--- config.mk ---
export PLATFORM = sky130hd
export DESIGN_NAME = oam_dma
export DESIGN_NICKNAME = d
export VERILOG_FILES = /design/src/rtl/oam_dma.sv
export SDC_FILE = /design/constraint.sdc
export NUM_CORES = 1
export LEC_CHECK = 0
export CELL_PAD_IN_SITES_DETAIL_PLACEMENT = 0
export CELL_PAD_IN_SITES_GLOBAL_PLACEMENT = 1
export CORE_UTILIZATION = 40
export CTS_CLUSTER_SIZE = 12
export DETAILED_ROUTE_END_ITERATION = 8
export PLACE_DENSITY_LB_ADDON = 0.25
export SLEW_MARGIN = 20
export SYNTH_ARGS = -nofsm -noshare
export SYNTH_HDL_FRONTEND = slang
export SYNTH_SLANG_ARGS = --single-unit
--- constraint.sdc ---
create_clock -name I_clock -period 2.58 [get_ports I_clock]
set_input_delay 0.645 -clock I_clock [delete_from_list [all_inputs] [get_ports I_clock]]
set_output_delay 0.645 -clock I_clock [all_outputs]
set_load 0.05 [all_outputs]
--- src/rtl/oam_dma.sv ---
// ============================================================================
// Module   : oam_dma
// Purpose  : $4014 sprite DMA. Halts the CPU, copies CPU page P00..PFF into the
//            PPU OAMDATA register. OAM_DMA_ALIGN_EN adds the odd-cycle ALIGN state.
// Revision : 1.0  initial release
// ============================================================================
`default_nettype none

module oam_dma #(
  parameter int         P_count_bits = 8,
  parameter logic [2:0] P_oam_reg    = 3'd4
) (
  input  logic        I_clock,
  input  logic        I_reset,
  input  logic        I_tick,
  input  logic        I_tick_odd,
  input  logic        I_reg_wren,
  input  logic [7:0]  I_reg_data,
  output logic        O_cpu_halt,
  output logic        O_busy,
  output logic [15:0] O_mem_addr,
  output logic        O_mem_rden,
  input  logic [7:0]  I_mem_data,
  output logic [2:0]  O_ppu_addr,
  output logic        O_ppu_wren,
  output logic [7:0]  O_ppu_data
);

`ifdef OAM_DMA_ALIGN_EN
  typedef enum logic [2:0] {
    S_IDLE  = 3'd0,
    S_HALT  = 3'd1,
    S_ALIGN = 3'd2,
    S_READ  = 3'd3,
    S_WRITE = 3'd4
  } state_t;
`else
  typedef enum logic [2:0] {
    S_IDLE  = 3'd0,
    S_HALT  = 3'd1,
    S_READ  = 3'd3,
    S_WRITE = 3'd4
  } state_t;
  logic unused_tick_odd;
  assign unused_tick_odd = I_tick_odd;
`endif

  localparam logic [P_count_bits-1:0] c_one = P_count_bits'(1);

  state_t                  state_q, state_d;
  logic [7:0]              page_q, page_d;
  logic [P_count_bits-1:0] count_q, count_d;
  logic [7:0]              byte_q, byte_d;
  logic                    busy_q, busy_d;
  logic                    rden_q, rden_d;
  logic                    wren_q, wren_d;
  logic [15:0]             mem_addr_q, mem_addr_d;
  logic [7:0]              ppu_data_q, ppu_data_d;
  logic [7:0]              offset_d;

  always_comb begin
    state_d    = state_q;
    page_d     = page_q;
    count_d    = count_q;
    byte_d     = byte_q;
    case (state_q)
      S_IDLE: begin
        if (I_reg_wren) begin
          page_d  = I_reg_data;
          count_d = '0;
          state_d = S_HALT;
        end
      end
      S_HALT: begin
        if (I_tick) begin
`ifdef OAM_DMA_ALIGN_EN
          state_d = I_tick_odd ? S_ALIGN : S_READ;
`else
          state_d = S_READ;
`endif
        end
      end
`ifdef OAM_DMA_ALIGN_EN
      S_ALIGN: begin
        if (I_tick) state_d = S_READ;
      end
`endif
      S_READ: begin
        if (I_tick) begin
          byte_d  = I_mem_data;
          state_d = S_WRITE;
        end
      end
      S_WRITE: begin
        if (I_tick) begin
          // The last byte terminates instead of wrapping the offset.
          if (&count_q) begin
            state_d = S_IDLE;
          end else begin
            count_d = count_q + c_one;
            state_d = S_READ;
          end
        end
      end
      default: state_d = S_IDLE;
    endcase

    // Outputs are decoded from the next state so they register alongside it.
    offset_d   = 8'(count_d);
    busy_d     = (state_d != S_IDLE);
    rden_d     = (state_d == S_READ);
    wren_d     = (state_d == S_WRITE);
    mem_addr_d = (state_d == S_READ) ? {page_d, offset_d} : mem_addr_q;
    ppu_data_d = (state_d == S_WRITE) ? byte_d : ppu_data_q;
  end

  always_ff @(posedge I_clock or negedge I_reset) begin
    if (!I_reset) begin
      state_q    <= S_IDLE;
      page_q     <= '0;
      count_q    <= '0;
      byte_q     <= '0;
      busy_q     <= 1'b0;
      rden_q     <= 1'b0;
      wren_q     <= 1'b0;
      mem_addr_q <= '0;
      ppu_data_q <= '0;
    end else begin
      state_q    <= state_d;
      page_q     <= page_d;
      count_q    <= count_d;
      byte_q     <= byte_d;
      busy_q     <= busy_d;
      rden_q     <= rden_d;
      wren_q     <= wren_d;
      mem_addr_q <= mem_addr_d;
      ppu_data_q <= ppu_data_d;
    end
  end

  assign O_cpu_halt = busy_q;
  assign O_busy     = busy_q;
  assign O_mem_rden = rden_q;
  assign O_mem_addr = mem_addr_q;
  assign O_ppu_wren = wren_q;
  assign O_ppu_data = ppu_data_q;
  assign O_ppu_addr = P_oam_reg;

endmodule

`default_nettype wire

Word level (Yosys, flattened, before mapping)
Cells that the tools add are included.
- reductions and logical operators: 3
- add/subtract/negate cells: 1
- eq/ne operators: 5
- multiplexer cells: 14
- operator list (kind ; number):
    two-way mux 8 bit ; 7
    one-hot mux 8 bit (2 select lines) ; 1
    two-way mux 3 bit ; 4
    one-hot mux 3 bit (4 select lines) ; 1
    adder 8 x 1 -> 8 bit, second input constant ; 1
    AND reduction 8 bit ; 1
    == test 3 x 2 -> 1 bit, second input constant ; 2
    == test 3 bit, second input constant ; 2
    == test 3 x 1 -> 1 bit, second input constant ; 1
    logical NOT 3 bit ; 1
    nonzero test 3 bit ; 1
    two-way mux 2 bit ; 1
- bits of input ports: 21
- logic and storage cells: 32
- register bits after elaboration: 54
- output and inout bits: 31

Longest topological paths before layout
Gate-level depths: netlist of the first run.
- word-level depth: 5
- mapped depth: 7
- depth with buffers taken out: 5

Worst setup path before layout of the first run
OpenSTA, ideal clock, no wires.
- path type: input -> register
- start: input I_tick
- end: register mem_addr_q[14] (netlist: O_mem_addr[14])
- buffers on the path: 3
- path slack: 0.581 ns
- setup time: 0.125 ns
- arrival time: 1.873 ns
- data required time: 2.455 ns
- cell stages on the path: 7
- cells stage by stage: buf_2 -> nand4bb_1 -> a31oi_1 -> or2_1 -> buf_6 -> buf_6 -> mux2_4
- longest elaborated chain between the ends: 3
- elaborated cells on any way between the ends: 5
- classes of those cells: eq/ne: 1; mux: 4
- RTL lines (element ; line ; source):
    from (decl) ; 15 ; input logic I_tick,
    two-way mux 3 bit, on equally long branches ; 95, 75, 89 ;
    one-hot mux 3 bit (4 select lines) * ; 66 ; case (state_q)
    via state_d[1] ; 50 ; state_t state_q, state_d;
    == test 3 x 2 -> 1 bit * ; 113 ; mem_addr_d = (state_d == S_READ) ? {page_d, offset_d} : mem_addr_q;
    to (signal assigned) ; 136 ; mem_addr_q <= mem_addr_d;
    to (decl) ; 57 ; logic [15:0] mem_addr_q, mem_addr_d;
Mark *: on every way through the listed nets, which the timed path passes. The rest lies on a longest branch.
A chain may end at the register's enable or synchronous reset.

Final worst setup path of the first run
- start: input I_tick
- end: register ppu_data_q[2] (netlist: O_ppu_data[2])
- elaborated cells on any way between the ends: 7
- classes of those cells: eq/ne: 1; mux: 6
- RTL lines (element ; line ; source):
    two-way mux 8 bit ; 89 ; if (I_tick) begin
    two-way mux 8 bit ; 66 ;
    via byte_d[2] ; 53 ; logic [7:0] byte_q, byte_d;
    to (signal assigned) ; 137 ; ppu_data_q <= ppu_data_d;
    to (decl) ; 58 ; logic [7:0] ppu_data_q, ppu_data_d;
The timed path passes the listed nets, and every way through them passes these cells.

==> reports/qor.json, run 1 <==
{
  "startpoint_type": "input pin",
  "timing.critical_path.to_type": "flip-flop",
  "worstMarginPinSlew_ps": 664.5,
  "cts-resized-gates": 0,
  "layout_commonest_cell": "sky130_fd_sc_hd__dfrtp_1",
  "io_buffers": 47,
  "mapped_cell_area_sq_um": 2336,
  "uppermost_routed_layer": "met4",
  "worst_r2r_path_depth": 6,
  "initialDrtViolationCount": 48,
  "design_area_sq_um": 2978,
  "synth_largest_area_cell": "sky130_fd_sc_hd__dfrtp_1",
  "drt_first_pass_iters": 4,
  "timing.critical_path.required_ps": 2770,
  "antenna_found_initial": 0,
  "flip_flop_and_latch_area_sq_um": 1351,
  "number_of_distinct_library_cells_after_synthesis": 40,
  "cts.hold.buffers_added": 0,
  "first_global_vias": 1505,
  "worst_path_max_delay_cell": "sky130_fd_sc_hd__clkdlybuf4s50_1",
  "crit_path_buffers_inverters": 2,
  "reg2reg_from": "count_q[0]",
  "drt-wirelength-per-cell_um": 13.35,
  "finalNetCount": 258,
  "clock-skew-final_ps": 6.587,
  "cell_count_post_placement": 301,
  "holdCritPathClass": "input pin to async pin",
  "area_after_detailed_placement_sq_um": 2879,
  "synth_cells": 185,
  "path_max_fanout": 8,
  "synth_async_sr_flop_share": 1.000,
  "cp_num_cells": 6,
  "hold_viol_final": 0,
  "via_count": 1491,
  "post-route-drc-count": 0,
  "synth_edf_count": 0,
  "mostFrequentLayoutCells": "54 x sky130_fd_sc_hd__dfrtp_1, 46 x sky130_fd_sc_hd__clkdlybuf4s50_1, 32 x sky130_fd_sc_hd__nand2_1",
  "worst-setup-path-type": "input pin to flip-flop",
  "multiInputGateArea_sq_um": 884.6,
  "clock_tree.buffer_depth": 2,
  "setup.reg_to_reg.worst_slack_ps": 660,
  "post-dp-hpwl_um": 2794,
  "route.antenna.remaining_nets": 0,
  "synthToLayoutAreaGrowth_pct": 27.48,
  "timing.fmax_mhz": 455.7,
  "finalMaxSlewViolations": 0,
  "first_pass_grt_wire_length_um": 7155,
  "wl_met1_um": 2041,
  "total_power_mw": 3.433,
  "drv.max_cap_violation_count": 0,
  "met2_wirelength_um": 1897,
  "start_util": 0.4191,
  "syn_area_per_cell_sq_um": 12.63,
  "synth.top_cell.area_share": 0.5785,
  "layout-drive-gt1-share": 0.2194,
  "post_drt_via_cell_ratio": 4.825,
  "yosysSeqAreaShare": 0.5785,
  "timing.critical_path.cells": "clkdlybuf4s50_1 > and2_1 > nand3b_1 > buf_4 > mux2_2 > mux2_2",
  "rsz0062_at_grt": "false",
  "ffs_latches_synth": 54,
  "overflow": 0,
  "num_io_pins": 52,
  "place.gp.congestion": 0.7106,
  "met3WireLength_um": 154,
  "power.density_cell_area_nw_per_um2": 1153,
  "report.final.setup_viol": 0,
  "placeableCoreArea_sq_um": 5574,
  "cts_setup_buffers": 0,
  "row_count": 27,
  "tritoncts.num_buffers": 5,
  "layout_min_cycle_time_ps": 2194,
  "fin_setup_tns_ps": 0,
  "floorplan.die_area_sq_um": 6150,
  "fill_cells": 494,
  "synth_area_leaders": "sky130_fd_sc_hd__dfrtp_1 58%, sky130_fd_sc_hd__mux2_2 11%, sky130_fd_sc_hd__mux2_4 5.1%",
  "outcome": "finished, final reports clean",
  "insertion_delay_ps": 300,
  "path_clk_slew_ps": 100,
  "grt_start_max_net_pins": 55,
  "floorplan.die.width_um": 78.42,
  "final.period_utilization": 0.8505,
  "synthesis.yosys.warnings": 0,
  "most_frequent_cell_on_the_critical_path": "sky130_fd_sc_hd__mux2_2",
  "worst_r2r_endpoint": "O_mem_addr[11]",
  "cts_htree_levels": 2,
  "tritoncts_num_sinks": 54,
  "fp.dieH_um": 78.42,
  "timing.critical_path.max_delay_family": "buffers and inverters",
  "leakagePower_nw": 1.313,
  "max-slew-margin-rel": 0.5570,
  "ys.flop_type": "sky130_fd_sc_hd__dfrtp_1",
  "global_route.usage.total": 0.1513,
  "peakVddDrop_mv": 0.6937,
  "critical_path.max_stage_delay_ps": 560,
  "final-instance-count-excl-fill": 309,
  "wl_um": 4125,
  "cts_tree": "built",
  "antenna_cells": 0,
  "crit_arrival_ps": 2390,
  "cts_root_buf": "sky130_fd_sc_hd__clkbuf_8"
}
==> worst register-to-register path, stage by stage, from the launching register on <==
cell	delay, ps
sky130_fd_sc_hd__dfrtp_1	450
sky130_fd_sc_hd__ha_1	250
sky130_fd_sc_hd__and2_1	200
sky130_fd_sc_hd__a31oi_1	230
sky130_fd_sc_hd__or2_1	180
sky130_fd_sc_hd__buf_12	160
sky130_fd_sc_hd__mux2_2	350
==> logic make-up (layout without fill, tap and decap cells) <==
family / Yosys count / in the layout / synth area share
compound gates: 19 / 19 / 0.05678
xor+xnor: 1 / 1 / 0.003750
fa+ha+maj: 1 / 1 / 0.005355
buf+inv: 15 / 66 / 0.04446
flops: 54 / 54 / 0.5785
mux: 36 / 36 / 0.1832
other cells: 2 / 3 / 0.003215
simple gates: 57 / 57 / 0.1248
==> synthesized netlist by cell type, types with 3 or more instances <==
cell type / instances
sky130_fd_sc_hd__dfrtp_1: 54
sky130_fd_sc_hd__buf_2: 4
sky130_fd_sc_hd__nand2_1: 32
sky130_fd_sc_hd__nand3_1: 4
sky130_fd_sc_hd__buf_4: 5
sky130_fd_sc_hd__mux2i_1: 6
sky130_fd_sc_hd__mux2_2: 22
sky130_fd_sc_hd__and2_1: 3
sky130_fd_sc_hd__buf_6: 3
sky130_fd_sc_hd__mux2_4: 8
sky130_fd_sc_hd__o21ai_0: 7
sky130_fd_sc_hd__nor2_1: 3
==> sequential cells by signal (all words and copies together) (netlist names) <==
signal and count:
state_q 3, O_busy 1, O_ppu_data 8, O_ppu_wren 1
byte_q 8, O_mem_addr 16, count_q 8, page_q 8
O_mem_rden 1
==> power by group <==
group          internal [mW]  switching (mW)  leakage (nW)
logic                  0.686           0.962         0.573
clock network          0.222           0.280        0.0478
registers               1.14           0.142         0.692
==> through the flow <==
step             util  hold slack [ps]  setup slack [ps]
2_1_floorplan       -            349.4             581.4
3_5_place_dp   0.5165            459.2             67.62
6_report       0.5342            440.5             385.7
4_1_cts        0.5342            484.0             397.5
5_1_grt        0.5342            514.2             310.5
3_3_place_gp   0.5165            452.8             67.56
==> routing by layer <==
layer	up-vias	track usage
li1	744	-
met1	713	0.2065
met2	32	0.2368
met3	2	0.03605
met4	0	0.05000
met5	-	0
==> how the worst max path moves through the flow <==
stage               startpoint             end  slack [ps]
floorplan               I_tick  O_mem_addr[14]         580
CTS                     I_tick   O_ppu_data[2]         400
global placement        I_tick   O_ppu_data[0]          70
detailed placement      I_tick   O_ppu_data[1]          70
finish                  I_tick   O_ppu_data[2]         390
global route            I_tick   O_mem_addr[3]         310
==> final cells by class <==
class | count | area share
sequential | 54 | 0.4538
multi-input combinational | 117 | 0.2971
timing repair buffer | 56 | 0.1832
tap | 72 | 0.03025
clock buffer | 6 | 0.02773
clock inverter | 2 | 0.005462
inverter | 2 | 0.002521
No activity file was read; power rests on OpenSTA's default activity.
==> inputs of run 2 (changes only) <==
--- a/config.mk
+++ b/config.mk
@@ -7,6 +7,7 @@
 export LEC_CHECK = 0
 export CELL_PAD_IN_SITES_DETAIL_PLACEMENT = 0
 export CELL_PAD_IN_SITES_GLOBAL_PLACEMENT = 1
+export CORE_MARGIN = 2
 export CORE_UTILIZATION = 40
 export CTS_CLUSTER_SIZE = 12
 export DETAILED_ROUTE_END_ITERATION = 8
==> run 2 against run 1 <==
Net effect: routed wire length is 3.9% higher; power down 0.56%; count of clock-buffer cells in the layout up 1; register-to-register slack is essentially flat; global-route usage rose by 0.19 points; worst hold slack got worse by 100 ps; critical path type unchanged.
==> reports/qor.json, run 2 (synthesis gave the netlist of run 1 again) <==
{
  "timing.critical_path.cells": "clkdlybuf4s50_1 > buf_4 > xnor2_1 > nor2_1 > or2_1 > buf_4 > mux2_4",
  "drv.max_cap_violation_count": 0,
  "timing.fmax_mhz": 466.8,
  "path_max_fanout": 8,
  "power.combinational.fraction": 0.483,
  "total_power_mw": 3.414,
  "drt_first_pass_iters": 4,
  "rsz0062_at_grt": "false",
  "cellInternalPower_mw": 2.043,
  "sw_frac_of_total": 0.4016,
  "first_pass_grt_wire_length_um": 7748,
  "placeableCoreArea_sq_um": 5574,
  "grt_start_max_net_pins": 29,
  "floorplan.die.width_um": 80.42,
  "antenna_found_initial": 0,
  "io_buffers": 47,
  "crit_path_buffers_inverters": 3,
  "cts_setup_buffers": 0,
  "clock_tree.buffer_depth": 2,
  "timing.critical_path.to_type": "flip-flop",
  "path_clk_slew_ps": 100,
  "cts-resized-gates": 0,
  "outcome": "finished, final reports clean",
  "cts_htree_levels": 2,
  "first_global_vias": 1618,
  "power.density_cell_area_nw_per_um2": 1140,
  "crit_arrival_ps": 2340,
  "post-dp-hpwl_um": 3098,
  "post_drt_via_cell_ratio": 4.962,
  "insertion_delay_ps": 310,
  "tritoncts_num_sinks": 54,
  "route.antenna.remaining_nets": 0,
  "floorplan.die_area_sq_um": 6467,
  "timing.critical_path.required_ps": 2770,
  "peakVddDrop_mv": 0.5365,
  "final.period_utilization": 0.8303,
  "global_route.usage.total": 0.1533,
  "antenna_cells": 0,
  "fill_cells": 504,
  "initialDrtViolationCount": 80,
  "via_count": 1558,
  "power_frac_seq": 0.376,
  "clock-skew-final_ps": 11.12,
  "most_frequent_cell_on_the_critical_path": "sky130_fd_sc_hd__buf_4",
  "layout_min_cycle_time_ps": 2142,
  "worst-setup-path-type": "input pin to flip-flop",
  "fin_hold_ws_ps": 335.7,
  "overflow": 0,
  "startpoint_type": "input pin",
  "fp.dieH_um": 80.42,
  "layout-drive-gt1-share": 0.2314,
  "leakagePower_nw": 1.334,
  "critical_path.max_stage_delay_ps": 460,
  "place.gp.congestion": 0.7977,
  "flip_flop_and_latch_area_sq_um": 1351,
  "tritoncts.num_buffers": 5,
  "synthToLayoutAreaGrowth_pct": 28.23,
  "hold_viol_final": 0,
  "worst_path_max_delay_cell": "sky130_fd_sc_hd__clkdlybuf4s50_1",
  "post-route-drc-count": 0,
  "report.final.setup_viol": 0,
  "fin_setup_tns_ps": 0,
  "max-slew-margin-rel": 0.5937,
  "cts.hold.buffers_added": 0,
  "row_count": 27,
  "worstMarginPinSlew_ps": 609.4,
  "num_io_pins": 52,
  "mostFrequentLayoutCells": "54 x sky130_fd_sc_hd__dfrtp_1, 46 x sky130_fd_sc_hd__clkdlybuf4s50_1, 32 x sky130_fd_sc_hd__nand2_1",
  "layout_commonest_cell": "sky130_fd_sc_hd__dfrtp_1",
  "wl_um": 4284,
  "timing.critical_path.max_delay_family": "buffers and inverters",
  "cts_root_buf": "sky130_fd_sc_hd__clkbuf_8",
  "holdCritPathClass": "input pin to async pin",
  "drt-wirelength-per-cell_um": 13.64,
  "start_util": 0.4191,
  "power.net_switching_mw": 1.371,
  "cts_tree": "built",
  "multiInputGateArea_sq_um": 884.6,
  "clkPwrFrac": 0.141,
  "largest_register_ffs": 16,
  "finalMaxSlewViolations": 0,
  "finalNetCount": 263
}
[run 2: cell types whose count changed in the layout (fill, tap and decap cells not counted), sizes merged]
cell | before | now
clkbuf | 6 | 7
clkinv | 0 | 1
inv | 3 | 2
clkinvlp | 1 | 0
buf | 10 | 15
[run 2: area by class of cell]
cell class,count,area share
flip-flops and latches,54,0.4511
repair buffers,61,0.1905
well taps,72,0.03008
multi-input cells,117,0.2953
inverters,2,0.002506
clock buffers,7,0.02882
clock inverters,1,0.001671
[run 2: worst paths after layout]
| path | startpoint | endpoint | slack (ps) | cells past startpoint |
|---|---|---|---|---|
| max | I_tick | O_mem_addr[8] | 440 | 7 |
| min | I_reset | O_ppu_data[3] | 340 | 1 |
| max reg2reg | count_q[0] | O_mem_addr[8] | 650 | 6 |
| min reg2reg | page_q[4] | page_q[4] | 470 | 2 |
| max in group asynchronous | I_reset | count_q[4] | 1610 | 2 |
| min in group I_clock | page_q[4] | page_q[4] | 470 | 2 |
[run 2: worst register-to-register path, cell delays in order (launching register included)]
cell and delay, ps:
sky130_fd_sc_hd__dfrtp_1 450, sky130_fd_sc_hd__ha_1 260, sky130_fd_sc_hd__and2_1 210, sky130_fd_sc_hd__a31oi_1 200, sky130_fd_sc_hd__or2_1 170, sky130_fd_sc_hd__buf_4 210, sky130_fd_sc_hd__mux2_4 310
[run 2: per-stage QoR]
stage / instances / util / instance area, sq um / worst slack (ps)
3_3_place_gp: 306 / 0.5210 / 2904 / 110.5
2_1_floorplan: 186 / - / 2340 / 581.4
3_5_place_dp: 306 / 0.5210 / 2904 / 115.4
6_report: 314 / 0.5374 / 2995 / 437.9
4_1_cts: 314 / 0.5374 / 2995 / 421.9
5_1_grt: 314 / 0.5374 / 2995 / 366.5
[run 2: per-layer routing]
| layer | share of wire | track usage | vias up | wire length, um |
|---|---|---|---|---|
| met5 | 0 | 0 | - | 0 |
| met4 | 0.016 | 0.05593 | 0 | 68 |
| met3 | 0.046 | 0.03034 | 8 | 196 |
| met2 | 0.45 | 0.2350 | 38 | 1940 |
| met1 | 0.49 | 0.2156 | 759 | 2078 |
| li1 | - | - | 753 | - |
[run 2: power by group through the flow]
stage,clock network (mW),logic (mW),registers [mW]
after floorplan,0,0.681,1.79
after global placement,0,1.65,1.30
after detailed placement,0,1.67,1.31
after CTS,0.501,1.67,1.29
after global routing,0.534,1.77,1.33
final,0.481,1.65,1.28
